<file path="src/rtl/ordenator_oet.sv">
// Odd-even transposition sorter: one compare/swap phase per clock, DATA_SIZE phases per job,
// start accepted in IDLE/DONE only; `ORDENATOR_EARLY_EXIT_EN ends a job after two swap-free phases.
module ordenator_oet #(
  parameter int DATA_WIDTH = 8,
  parameter int DATA_SIZE  = 9,
  parameter int SIGNED     = 0
) (
  input  logic                              clk_i,
  input  logic                              rst_i,
  input  logic                              start_i,
  input  logic                              descending_i,
  input  logic [DATA_WIDTH-1:0]             numbers_i [DATA_SIZE],
  output logic [DATA_WIDTH-1:0]             numbers_o [DATA_SIZE],
  output logic                              busy_o,
  output logic                              ready_o,
  output logic [$clog2(DATA_SIZE+1)-1:0]    phases_o
);

  localparam int PW = $clog2(DATA_SIZE + 1);
  localparam logic [PW-1:0] LAST_PHASE = PW'(DATA_SIZE - 1);

  typedef enum logic [1:0] {IDLE, SORT, DONE} state_t;

  state_t                  state, state_nxt;
  logic [DATA_WIDTH-1:0]   work     [DATA_SIZE];
  logic [DATA_WIDTH-1:0]   work_nxt [DATA_SIZE];
  logic                    mode;
  logic [PW-1:0]           phase;
  logic                    last_phase;
  logic                    accept;
`ifdef ORDENATOR_EARLY_EXIT_EN
  logic                    any_swap;
  logic                    prev_swap;
`endif

  // Strict compare in the active direction; equal elements never move.
  function automatic logic out_of_order(input logic [DATA_WIDTH-1:0] a,
                                        input logic [DATA_WIDTH-1:0] b,
                                        input logic                  desc);
    logic gt;
    logic lt;
    if (SIGNED != 0) begin
      gt = $signed(a) > $signed(b);
      lt = $signed(a) < $signed(b);
    end else begin
      gt = a > b;
      lt = a < b;
    end
    return desc ? lt : gt;
  endfunction

  always_comb begin
    work_nxt = work;
`ifdef ORDENATOR_EARLY_EXIT_EN
    any_swap = 1'b0;
`endif
    for (int i = 0; i < DATA_SIZE - 1; i++) begin
      if ((i % 2) == int'(phase[0]) && out_of_order(work[i], work[i+1], mode)) begin
        work_nxt[i]   = work[i+1];
        work_nxt[i+1] = work[i];
`ifdef ORDENATOR_EARLY_EXIT_EN
        any_swap = 1'b1;
`endif
      end
    end
  end

`ifdef ORDENATOR_EARLY_EXIT_EN
  assign last_phase = (phase == LAST_PHASE) ||
                      ((phase != '0) && !any_swap && !prev_swap);
`else
  assign last_phase = (phase == LAST_PHASE);
`endif

  assign accept = (state != SORT) && start_i;

  always_ff @(posedge clk_i or posedge rst_i) begin
    if (rst_i) begin
      state <= IDLE;
    end else begin
      state <= state_nxt;
    end
  end

  always_comb begin
    state_nxt = state;
    case (state)
      IDLE, DONE: if (start_i)    state_nxt = SORT;
      SORT:       if (last_phase) state_nxt = DONE;
      default:                    state_nxt = IDLE;
    endcase
  end

  always_ff @(posedge clk_i or posedge rst_i) begin
    if (rst_i) begin
      work      <= '{default: '0};
      numbers_o <= '{default: '0};
      mode      <= 1'b0;
      phase     <= '0;
      phases_o  <= '0;
`ifdef ORDENATOR_EARLY_EXIT_EN
      prev_swap <= 1'b0;
`endif
    end else if (accept) begin
      work  <= numbers_i;
      mode  <= descending_i;
      phase <= '0;
`ifdef ORDENATOR_EARLY_EXIT_EN
      prev_swap <= 1'b0;
`endif
    end else if (state == SORT) begin
      work  <= work_nxt;
      phase <= phase + PW'(1);
`ifdef ORDENATOR_EARLY_EXIT_EN
      prev_swap <= any_swap;
`endif
      if (last_phase) begin
        numbers_o <= work_nxt;
`ifdef ORDENATOR_EARLY_EXIT_EN
        phases_o  <= phase + PW'(1);
`else
        phases_o  <= PW'(DATA_SIZE);
`endif
      end
    end
  end

  assign busy_o  = (state == SORT);
  assign ready_o = (state == DONE);

endmodule

</file>
<file path="config.mk">
export PLATFORM = sky130hd
export DESIGN_NAME = ordenator_oet
export DESIGN_NICKNAME = d
export VERILOG_FILES = /design/src/rtl/ordenator_oet.sv
export SDC_FILE = /design/constraint.sdc
export NUM_CORES = 1
export LEC_CHECK = 0
export ABC_AREA = 1
export CORE_ASPECT_RATIO = 1.75
export CORE_MARGIN = 2
export CORE_UTILIZATION = 35
export CTS_CLUSTER_SIZE = 30
export DETAILED_ROUTE_END_ITERATION = 12
export MAX_ROUTING_LAYER = met4
export SLEW_MARGIN = 40
export SYNTH_ARGS = -nofsm -noshare
export SYNTH_HDL_FRONTEND = slang
export SYNTH_SLANG_ARGS = --single-unit
</file>
<file path="constraint.sdc">
create_clock -name clk_i -period 6.6 [get_ports clk_i]
set_input_delay 1.32 -clock clk_i [delete_from_list [all_inputs] [get_ports clk_i]]
set_output_delay 1.32 -clock clk_i [all_outputs]
set_load 0.005 [all_outputs]
</file>
* Word-level counts from Yosys, hierarchy flattened *
Cells that the tools add are included.

cells by class
  add/subtract/negate cells = 1
  multiply operators = 0
  div/mod/pow operators = 0
  order comparisons = 16
  equality and inequality tests = 6
  shift operators = 0
  multiplexer cells = 23
  bitwise operators = 2
  reduce and logical (&&, ||, !) cells = 14

operators by type and width
  operator             count
  $mux 72              2
  $mux 16              8
  $gt 8x8->1           8
  $lt 8x8->1           8
  $logic_and 1x1->1    9
  $mux 1               8
  $mux 4               2
  $add 4x1->4 const B  1
  $eq 4x4->1 const B   1
  $mux 2               2
  $ne 2x1->1 const B   2
  $pmux 2 s2           1
  $reduce_and 3->1     1
  $eq 2x1->1 const B   1
  $eq 2x2->1 const B   1
  $logic_not 2->1      1
  $ne 2x2->1 const B   1
  $not 1->1            2
  $reduce_and 2->1     1
  $reduce_bool 2->1    1
  $reduce_or 2->1      1

storage, ports and cells
  flip-flop bits (word level) = 152
  latch bits = 0
  RAM bits = 0
  memory bits (read-only) = 0
  input port bits = 76
  output and inout bits = 78
  logic and storage cells = 84
  memories = 0

* Logic depth before layout (Yosys ltp) *
Gate-level depths: netlist of the first run.

  word-level depth = 13
  mapped depth = 16
  depth with buffers taken out = 15

* Least setup slack after synthesis of the first run *
No wires, ideal clock.

  path type = register -> output
  start point = register state[1]
  end point = output port busy_o
  arrival = 0.840 ns
  data required time = 5.280 ns
  slack = 4.440 ns
  cell stages (with the launch flop) = 3
  path buffers = 1
  cell sequence = dfrtp_1 > nor2_8 > buf_2

on the way
  word-level cells in the longest chain between the ends = 1

ends and longest elaborated chain
  item                    RTL line  RTL
  from (decl)             24        state_t state, state_nxt;
  from (signal assigned)  81        state <= state_nxt;
  $eq 2x1->1              128       assign busy_o = (state == SORT);
  to (decl)               14        output logic busy_o,

Every way passes these cells.

* Worst setup path in the final report of the first run *
  start point = input port start_i
  end point = register work[35] (netlist bit)

on the way
  word-level cells in the longest chain between the ends = 2
  elaborated cells between the ends (all ways) = 3
  classes of those cells = mux: 1; reduce/logical: 2

ends and longest elaborated chain
  item                                                 RTL line  RTL
  from (decl)                                          10        input logic start_i,
  $logic_and 1x1->1 *                                  75        assign accept = (state != SORT) && start_i;
  $mux 72 / $reduce_bool 2->1 (equally long branches)  -
  to (signal assigned)                                 105       work <= numbers_i;
  to (signal assigned)                                 112       work <= work_nxt;
  to (decl)                                            25        logic [DATA_WIDTH-1:0] work [DATA_SIZE];

Mark *: on every way between the ends. The rest lies on a longest branch, timed or not.
A chain may end at the register's enable or synchronous reset.

==> results of run 1 <==
==> layer usage <==
metal | track usage | up-vias | routed length [µm]
met4 | 0.116 | 0 | 1600
met3 | 0.0303 | 79 | 926
met2 | 0.379 | 211 | 17300
li1 | - | 4756 | -
met1 | 0.236 | 4534 | 12700
met5 | - | - | 0
==> flip-flops by register name, indices dropped and copies added, names as in the netlist <==
signal and count:
state 2, work 72, phase 4, phases_o 1, numbers_o 72, mode 1
==> cell type report <==
| cell class | instances | area, µm² | share of cell area |
|---|---|---|---|
| inverter | 172 | 654 | 0.0509 |
| clock inverter | 10 | 97.6 | 0.00759 |
| tap | 387 | 484 | 0.0377 |
| clock buffer | 22 | 454 | 0.0353 |
| sequential | 152 | 3800 | 0.296 |
| multi-input combinational | 993 | 5750 | 0.447 |
| timing repair buffer | 161 | 1610 | 0.126 |
==> cells in the mapped netlist, drive strengths merged <==
library cell  number
dfrtp            152
nand2            487
inv              171
o21bai             8
clkbuf            16
buf               44
o21a               1
or2                1
nand3            211
o21ai             88
a21o               7
a21oi             19
ha                66
conb               1
nand4             80
clkinv             1
nor2              23
==> kinds of logic after synthesis <==
family | count (synthesis) | share of synthesized area
AND/OR/NAND/NOR | 802 | 0.396
buffers and inverters | 232 | 0.0971
flip-flops | 152 | 0.360
AO/OA/AOI/OAI | 123 | 0.0685
adder cells (fa/ha/maj) | 66 | 0.0782
other | 1 | 0.000355
==> where the power goes <==
group / total (µW) / switching (µW) / leakage, µW / internal, µW
logic: 5090 / 3180 / 0.00426 / 1910
clock network: 946 / 418 / 0.000249 / 528
registers: 1850 / 436 / 0.00189 / 1420
total: 7890 / 4030 / 0.00641 / 3860
==> worst paths after layout <==
kind / from / to / slack (ps)
worst max register to register: phase[0] / numbers_o[30] / 4030
worst max-delay path: start_i / work[35] / 3550
min in group asynchronous: rst_i / numbers_o[3] / 1280
worst min register to register: numbers_o[26] / numbers_o[26] / 480
worst min-delay path: numbers_o[26] / numbers_o[26] / 480
max in group asynchronous: rst_i / work[51] / 4350
==> cell usage in the layout, fill, tap and decap left out, types with 2 or more instances in the layout <==
cell	count
inv_6	2
nand2_2	31
clkbuf_16	17
o21ai_1	20
clkdlybuf4s50_1	151
nand3_4	14
nand2_1	443
a21oi_2	2
nor2_4	9
nor2_8	2
clkbuf_1	4
ha_1	66
nand4_1	80
o21bai_2	4
a21oi_1	17
dfrtp_1	152
inv_2	12
nor2_1	9
inv_1	157
nand3_2	52
o21ai_0	56
conb_1	2
o21bai_1	4
nand3_1	145
nor2_2	3
nand2_4	13
o21ai_2	12
buf_6	2
clkinvlp_4	6
a21o_1	7
clkinv_2	2
buf_4	6
==> worst min-delay path, cell delays in order (launching register included) <==
cell and delay, ps:
dfrtp_1 340, nand2_1 50, nand2_1 50
==> metrics by stage <==
step / area [µm²] / power (µW) / util
2_1_floorplan: 10600 / 5600 / -
6_report: 12900 / 7890 / 0.431
4_1_cts: 12800 / 7940 / 0.430
3_3_place_gp: 12300 / 6850 / 0.411
5_1_grt: 12900 / 8670 / 0.431
3_5_place_dp: 12300 / 6950 / 0.411
==> flow_metrics.py, run 1 <==
metrics = {
    "detailed_routing": {
        "dr.pass1.iters": 5,
        "wirelength_um": 32500,
        "post_drt_wl_per_cell_um": 17.1,
        "vias": 9580,
        "vias_per_cell": 5.05,
        "drcViolationCount": 0,
        "ant_nets": 0,
        "drtIter0Drc": 609,
    },
    "power_and_ir_drop": {
        "ir_drop_v": 0.000269,
        "p_leak_uw": 0.00641,
        "power_density_nw_per_um2": 614,
    },
    "worst_setup_path": {
        "cp_slowest_stage_delay_ps": 580,
        "r2r_cells": 8,
        "crit_chain": "clkdlybuf4s50_1 -> inv_1 -> nor2_4 -> buf_8 -> buf_4 -> nand2_1 -> o21ai_1 -> inv_1 -> nand2_1",
        "path_depth": 9,
        "crit_required_ps": 6990,
        "worst-path-max-fanout": 41,
        "cp_num_buf_inv": 5,
        "crit_slowest_cell": "clkdlybuf4s50_1",
        "path_delay_family": "buffers and inverters",
        "startpoint_type": "input pin",
        "end_kind": "flip-flop",
        "crit_type": "in2reg",
        "critPathArrivalTime_ps": 3450,
    },
    "sta": {
        "hold_viol": 0,
        "fin_setup_tns_ps": 0,
        "fmax_ghz": 0.328,
        "min_period_ps": 3050,
        "relSlewSlack": 0.464,
        "rsz0062_at_grt": "false",
        "setup_viol": 0,
        "post-route-period-util": 0.463,
        "final.setup.worst_slack_ps": 3550,
        "worst_slew_pin_slew_ps": 802,
        "worst_hold_slack_ps": 478,
        "drv_slew": 0,
        "clock_skew_ps": 9.06,
    },
    "place": {
        "dp.cells": 1863,
        "place.gp.congestion": 0.904,
        "place_ws_ps": 2820,
        "dp_hpwl_um": 23400,
        "numPortBuffers": 151,
    },
    "layout": {
        "stdcell_count": 1897,
        "n_antenna_cell": 0,
        "final_nets": 1639,
        "area_growth_pct": 21.7,
        "fillers": 3097,
        "drive_above_1_share": 0.130,
    },
    "min_path": {
        "hold_class": "reg2reg",
        "min_path_cells": 2,
    },
    "synthesis": {
        "ys_seq_area_frac": 0.360,
        "synth.distinct_cells": 34,
        "syn_avg_cell_area_um2": 7.68,
        "netlist_area_um2": 10600,
        "ys_top_cells_by_area": "dfrtp_1 36%, nand2_1 16%, ha_1 7.8%, nand3_1 6.9%, inv_1 5.6%",
        "synth_top_area_share": 0.360,
        "ys_seq_elements": 152,
        "yosys_warnings": 0,
        "syn_inst": 1376,
        "synth_top_cell_by_area": "dfrtp_1",
    },
    "grt": {
        "grt_start_max_net_pins": 72,
        "grt_use_total": 0.216,
        "grt_pass1_wl_um": 51100,
        "overflow": 0,
        "first_global_vias": 9521,
        "antenna_found_initial": 0,
    },
    "clock_network": {
        "htree_levels": 4,
        "clockBufferDepth": 2,
        "cts_setup_buffers": 0,
        "clkTransAtPathRegs_ps": 60,
        "root_buffer": "clkbuf_16",
        "hold_buffers": 0,
        "clock_latency_ps": 460,
        "cts_made_buffers": 17,
        "cts_tree": "built",
        "cts_resized": 0,
        "cts.sinks": 152,
    },
    "die": {
        "fp.dieArea_um2": 31600,
        "die_w_um": 135,
        "initial_core_util": 0.354,
        "core_area_um2": 29800,
        "ioPinCount": 154,
        "rows": 84,
        "dieHeight_um": 234,
    },
    "run_status": {
        "status": "finished, final reports clean",
    },
    "run": {
        "maxCapViolations": 0,
    },
}
Power figures use the tool's default switching activity.
==> run 2, diff against run 1 <==
==> constraint.sdc (replaced) <==
create_clock -name clk_i -period 2.6 [get_ports clk_i]
set_input_delay 0.52 -clock clk_i [delete_from_list [all_inputs] [get_ports clk_i]]
set_output_delay 0.52 -clock clk_i [all_outputs]
set_load 0.005 [all_outputs]
==> run 2 against run 1 <==
  * Via count grew 2.0%
  * Die area stayed put
  * Critical path depth rose by 3
  * Clock skew increased by 6.1 ps
  * Sequential share of layout area is 0.62 points lower
  * Global-route usage increased by 0.64 points
  * Combinational power rose to 2.6 times the previous value
  * Wire length is 1.6% higher
  * Final area rose by 2.1%
  * Critical endpoint is now work[19]
  * Largest cell class unchanged
  * Largest power group unchanged
==> flow_metrics.py, run 2 (same netlist as run 1, synthesis figures left out) <==
metrics = {
    "run_status": {
        "status": "finished, final reports clean",
    },
    "grt": {
        "antenna_found_initial": 0,
        "grt_start_max_net_pins": 68,
        "grt_pass1_wl_um": 52400,
        "first_global_vias": 9969,
        "overflow": 0,
        "grt_use_total": 0.223,
    },
    "sta": {
        "fmax_ghz": 0.425,
        "rsz0062_at_grt": "false",
        "worst_slew_pin_slew_ps": 877,
        "hold_viol": 0,
        "fin_setup_tns_ps": 0,
        "setup_viol": 0,
        "post-route-period-util": 0.906,
        "clock_skew_ps": 15.2,
        "min_period_ps": 2350,
        "drv_slew": 0,
        "relSlewSlack": 0.415,
    },
    "layout": {
        "drive_above_1_share": 0.142,
        "top_regs": "numbers_o (72), work (72), phase (4)",
        "final_nets": 1659,
        "area_growth_pct": 24.3,
        "layout_common_cells": "443 x nand2_1, 157 x inv_1, 152 x dfrtp_1, 151 x clkdlybuf4s50_1, 145 x nand3_1",
        "n_antenna_cell": 0,
        "final_common_cell": "nand2_1",
        "stdcell_area_um2": 13100,
    },
    "die": {
        "die_w_um": 135,
        "ioPinCount": 154,
        "rows": 84,
        "dieHeight_um": 234,
        "initial_core_util": 0.354,
        "fp.dieArea_um2": 31600,
        "core_area_um2": 29800,
    },
    "clock_network": {
        "cts_made_buffers": 17,
        "cts.sinks": 152,
        "root_buffer": "clkbuf_16",
        "htree_levels": 4,
        "hold_buffers": 0,
        "clockBufferDepth": 2,
        "cts_resized": 0,
        "cts_tree": "built",
        "clkTransAtPathRegs_ps": 60,
        "clock_latency_ps": 460,
        "cts_setup_buffers": 0,
    },
    "place": {
        "place.gp.congestion": 0.933,
        "numPortBuffers": 151,
        "dp_hpwl_um": 24700,
        "placed_cell_area_um2": 12500,
    },
    "worst_setup_path": {
        "crit_chain": "inv_1 -> ha_1 -> a21oi_1 -> nor2_1 -> nor2_4 -> nand2_2 -> nand2_4 -> nand3_4 -> inv_2 -> nand2_1 -> nand3_1 -> nand2_1",
        "cp_slowest_stage_delay_ps": 410,
        "cp_num_buf_inv": 2,
        "crit_slowest_cell": "dfrtp_1",
        "cp_common_cell": "nand2_1",
        "startpoint_type": "flip-flop",
        "worst-path-max-fanout": 17,
        "crit_type": "reg2reg",
        "crit_required_ps": 2940,
        "path_delay_family": "simple AND/OR/NAND/NOR gates",
        "end_kind": "flip-flop",
        "critPathArrivalTime_ps": 2690,
    },
    "detailed_routing": {
        "ant_nets": 0,
        "post_drt_wl_per_cell_um": 17.2,
        "dr.pass1.iters": 4,
        "wirelength_um": 33000,
        "vias": 9768,
        "drcViolationCount": 0,
        "drtIter0Drc": 565,
        "vias_per_cell": 5.10,
    },
    "run": {
        "maxCapViolations": 0,
    },
    "power_and_ir_drop": {
        "ir_drop_v": 0.000578,
        "p_seq_frac": 0.227,
        "p_total_uw": 20700,
        "power.clock.fraction": 0.131,
        "power_density_nw_per_um2": 1580,
        "intPower_uw": 10300,
        "p_leak_uw": 0.00656,
        "switching_share": 0.501,
        "p_switching_uw": 10400,
        "combPwrFrac": 0.641,
    },
    "min_path": {
        "hold_class": "in2async",
    },
}
==> run 2: power by group through the flow <==
stage | registers (µW) | clock network, µW | logic [µW]
after global routing | 4860 | 2890 | 15000
after detailed placement | 4740 | 0 | 13300
after floorplan | 4440 | 0 | 9770
after CTS | 4710 | 2780 | 13400
after global placement | 4730 | 0 | 13100
final | 4710 | 2720 | 13300
==> run 2: final cells by class <==
type,instances,area [µm²]
inverter,172,653
tap,387,484
sequential,152,3800
multi-input combinational,993,5750
clock inverter,10,166
fill,3088,16700
clock buffer,22,464
timing repair buffer,181,1810
==> run 2: worst paths after layout <==
check | startpoint | to | slack (ps) | cells past startpoint
worst max-delay path | work[13] | work[19] | 250 | 12
worst min-delay path | rst_i | numbers_o[24] | 450 | 2
worst max register to register | work[13] | work[19] | 250 | 12
worst min register to register | numbers_o[26] | numbers_o[26] | 480 | 2
max in group asynchronous | rst_i | work[60] | 1520 | 3
min in group clk_i | numbers_o[26] | numbers_o[26] | 480 | 2
==> run 2: through the flow <==
stage / cells / util / hold WS (ps) / setup WS [ps]
2_1_floorplan: 1377 / - / 459 / 163
3_3_place_gp: 1885 / 0.419 / 466 / 304
3_5_place_dp: 1885 / 0.419 / 464 / 260
4_1_cts: 1917 / 0.440 / 444 / 240
5_1_grt: 1917 / 0.440 / 451 / 49.4
6_report: 1917 / 0.440 / 445 / 245
==> run 2: layer usage <==
metal | vias to the layer above | global-route usage | routed length (µm)
met5 | - | - | 0
met3 | 79 | 0.0357 | 1070
met4 | 0 | 0.105 | 1460
met2 | 234 | 0.408 | 17900
met1 | 4664 | 0.231 | 12600
li1 | 4791 | - | -
==> run 3, diff against run 2 <==
--- a/config.mk
+++ b/config.mk
@@ -7,11 +7,11 @@
 export LEC_CHECK = 0
 export ABC_AREA = 1
 export CORE_ASPECT_RATIO = 1.75
-export CORE_MARGIN = 2
-export CORE_UTILIZATION = 35
+export CORE_UTILIZATION = 50
 export CTS_CLUSTER_SIZE = 30
 export DETAILED_ROUTE_END_ITERATION = 12
 export MAX_ROUTING_LAYER = met4
+export PLACE_DENSITY = 0.77
 export SLEW_MARGIN = 40
 export SYNTH_ARGS = -nofsm -noshare
 export SYNTH_HDL_FRONTEND = slang
==> run 3 against run 2 <==
  * Setup slack got worse by 63 ps
  * Final area decreased by 1.8%
  * Critical path depth unchanged
  * Global-route usage up 7.7 points
  * Utilization increased by 18 points
  * Fmax fell by 2.6%
  * Die area shrank 31%
  * The run now ends with design-rule violations left
  * Clock skew fell by 1.8 ps
  * Non-clock buffer count shrank 5
==> flow_metrics.py, run 3 (same netlist as run 1, synthesis figures left out) <==
metrics = {
    "run_status": {
        "status": "finished with violations",
        "violations": "design-rule violations",
    },
    "detailed_routing": {
        "vias": 9918,
        "vias_per_cell": 5.58,
        "wirelength_um": 30400,
        "post_drt_wl_per_cell_um": 17.1,
        "ant_nets": 0,
        "dr.pass1.iters": 10,
        "drcViolationCount": 14,
        "drtIter0Drc": 487,
    },
    "worst_setup_path": {
        "crit_chain": "inv_1 -> ha_1 -> a21oi_1 -> nand2_1 -> nand2_1 -> nand2_2 -> nand2_4 -> nand3_4 -> inv_2 -> nand2_1 -> nand3_1 -> nand2_1",
        "rrSetupSlack_ps": 180,
        "r2r_cells": 12,
        "path_depth": 12,
        "worst-path-max-fanout": 17,
        "crit_slowest_cell": "dfrtp_1",
        "cp_common_cell": "nand2_1",
        "timing.rr.end": "numbers_o[41]",
        "cp_num_buf_inv": 2,
        "r2r-start": "work[35]",
        "cp_slowest_stage_delay_ps": 420,
        "path_delay_family": "simple AND/OR/NAND/NOR gates",
        "crit_required_ps": 2930,
        "crit_type": "reg2reg",
        "startpoint_type": "flip-flop",
        "end_kind": "flip-flop",
        "critPathArrivalTime_ps": 2750,
    },
    "die": {
        "core_area_um2": 20800,
        "ioPinCount": 154,
        "dieHeight_um": 194,
        "fp.dieArea_um2": 21700,
        "die_w_um": 112,
        "initial_core_util": 0.507,
        "rows": 70,
    },
    "sta": {
        "min_period_ps": 2420,
        "post-route-period-util": 0.930,
        "final.setup.worst_slack_ps": 182,
        "drv_slew": 0,
        "setup_viol": 0,
        "fin_setup_tns_ps": 0,
        "worst_slew_pin_slew_ps": 732,
        "fmax_ghz": 0.414,
        "clock_skew_ps": 13.4,
        "relSlewSlack": 0.511,
        "rsz0062_at_grt": "false",
        "hold_viol": 0,
    },
    "clock_network": {
        "clockBufferDepth": 2,
        "clock_latency_ps": 450,
        "cts.sinks": 152,
        "cts_resized": 0,
        "cts_made_buffers": 17,
        "cts_setup_buffers": 0,
        "cts_tree": "built",
        "root_buffer": "clkbuf_16",
        "htree_levels": 4,
        "clkTransAtPathRegs_ps": 70,
        "hold_buffers": 0,
    },
    "run": {
        "maxCapViolations": 0,
    },
    "place": {
        "place.gp.congestion": 0.925,
        "numPortBuffers": 151,
        "dp_hpwl_um": 22100,
        "place_ws_ps": 265,
        "dp.cells": 1745,
        "placed_cell_area_um2": 12300,
    },
    "grt": {
        "first_global_vias": 10100,
        "grt_pass1_wl_um": 49700,
        "grt_use_total": 0.299,
        "overflow": 0,
        "grt_start_max_net_pins": 66,
        "antenna_found_initial": 0,
    },
    "layout": {
        "layout_common_cells": "443 x nand2_1, 157 x inv_1, 152 x dfrtp_1, 151 x clkdlybuf4s50_1, 145 x nand3_1",
        "top_regs": "numbers_o (72), work (72), phase (4)",
        "area_growth_pct": 22.1,
        "stdcell_area_um2": 12900,
        "n_antenna_cell": 0,
        "utilization": 0.619,
        "drive_above_1_share": 0.138,
        "final_nets": 1654,
        "stdcell_count": 1776,
        "final_common_cell": "nand2_1",
    },
    "power_and_ir_drop": {
        "p_leak_uw": 0.00653,
        "power_density_nw_per_um2": 1590,
        "ir_drop_v": 0.000765,
    },
    "min_path": {
        "hold_class": "in2async",
    },
}
-- run 3: changes by cell type in the layout (fill, tap and decap cells not counted), sizes merged --
cell and change:
buf -5, bufinv -1, clkinvlp -1, inv -2
clkinv +2, clkbuf +1
-- run 3: area by class of cell --
type | instances | area [µm²]
Clock buffer | 23 | 468
Inverter | 172 | 653
Fill cell | 1858 | 7950
Tap cell | 252 | 315
Multi-Input combinational cell | 993 | 5750
Timing Repair Buffer | 176 | 1790
Clock inverter | 8 | 121
Sequential cell | 152 | 3800
-- run 3: worst max-delay path by stage --
stage	from	end	slack [ps]
after floorplan	rst_i	mode	160
after global placement	work[41]	numbers_o[55]	330
after detailed placement	work[63]	numbers_o[67]	260
after CTS	work[35]	numbers_o[41]	250
after global routing	work[35]	numbers_o[41]	50
final	work[35]	numbers_o[41]	180
-- run 3: report_power, final --
part           internal (µW)  switching [µW]  total (µW)
sequential              3600            1100        4700
clock                   1550             998        2550
combinational           5070            8190       13300
total                  10200           10300       20500
-- run 3: metrics by stage --
step | hold WS, ps | power [µW]
global route | 482 | 22300
CTS | 467 | 20500
global placement | 464 | 17500
floorplan | 459 | 14200
finish | 457 | 20500
detailed placement | 464 | 17800
-- run 3: metal layers --
layer | track usage | wire length, µm
met1 | 0.317 | 11500
met2 | 0.531 | 16300
met3 | 0.0334 | 1170
met4 | 0.179 | 1510
met5 | - | 0
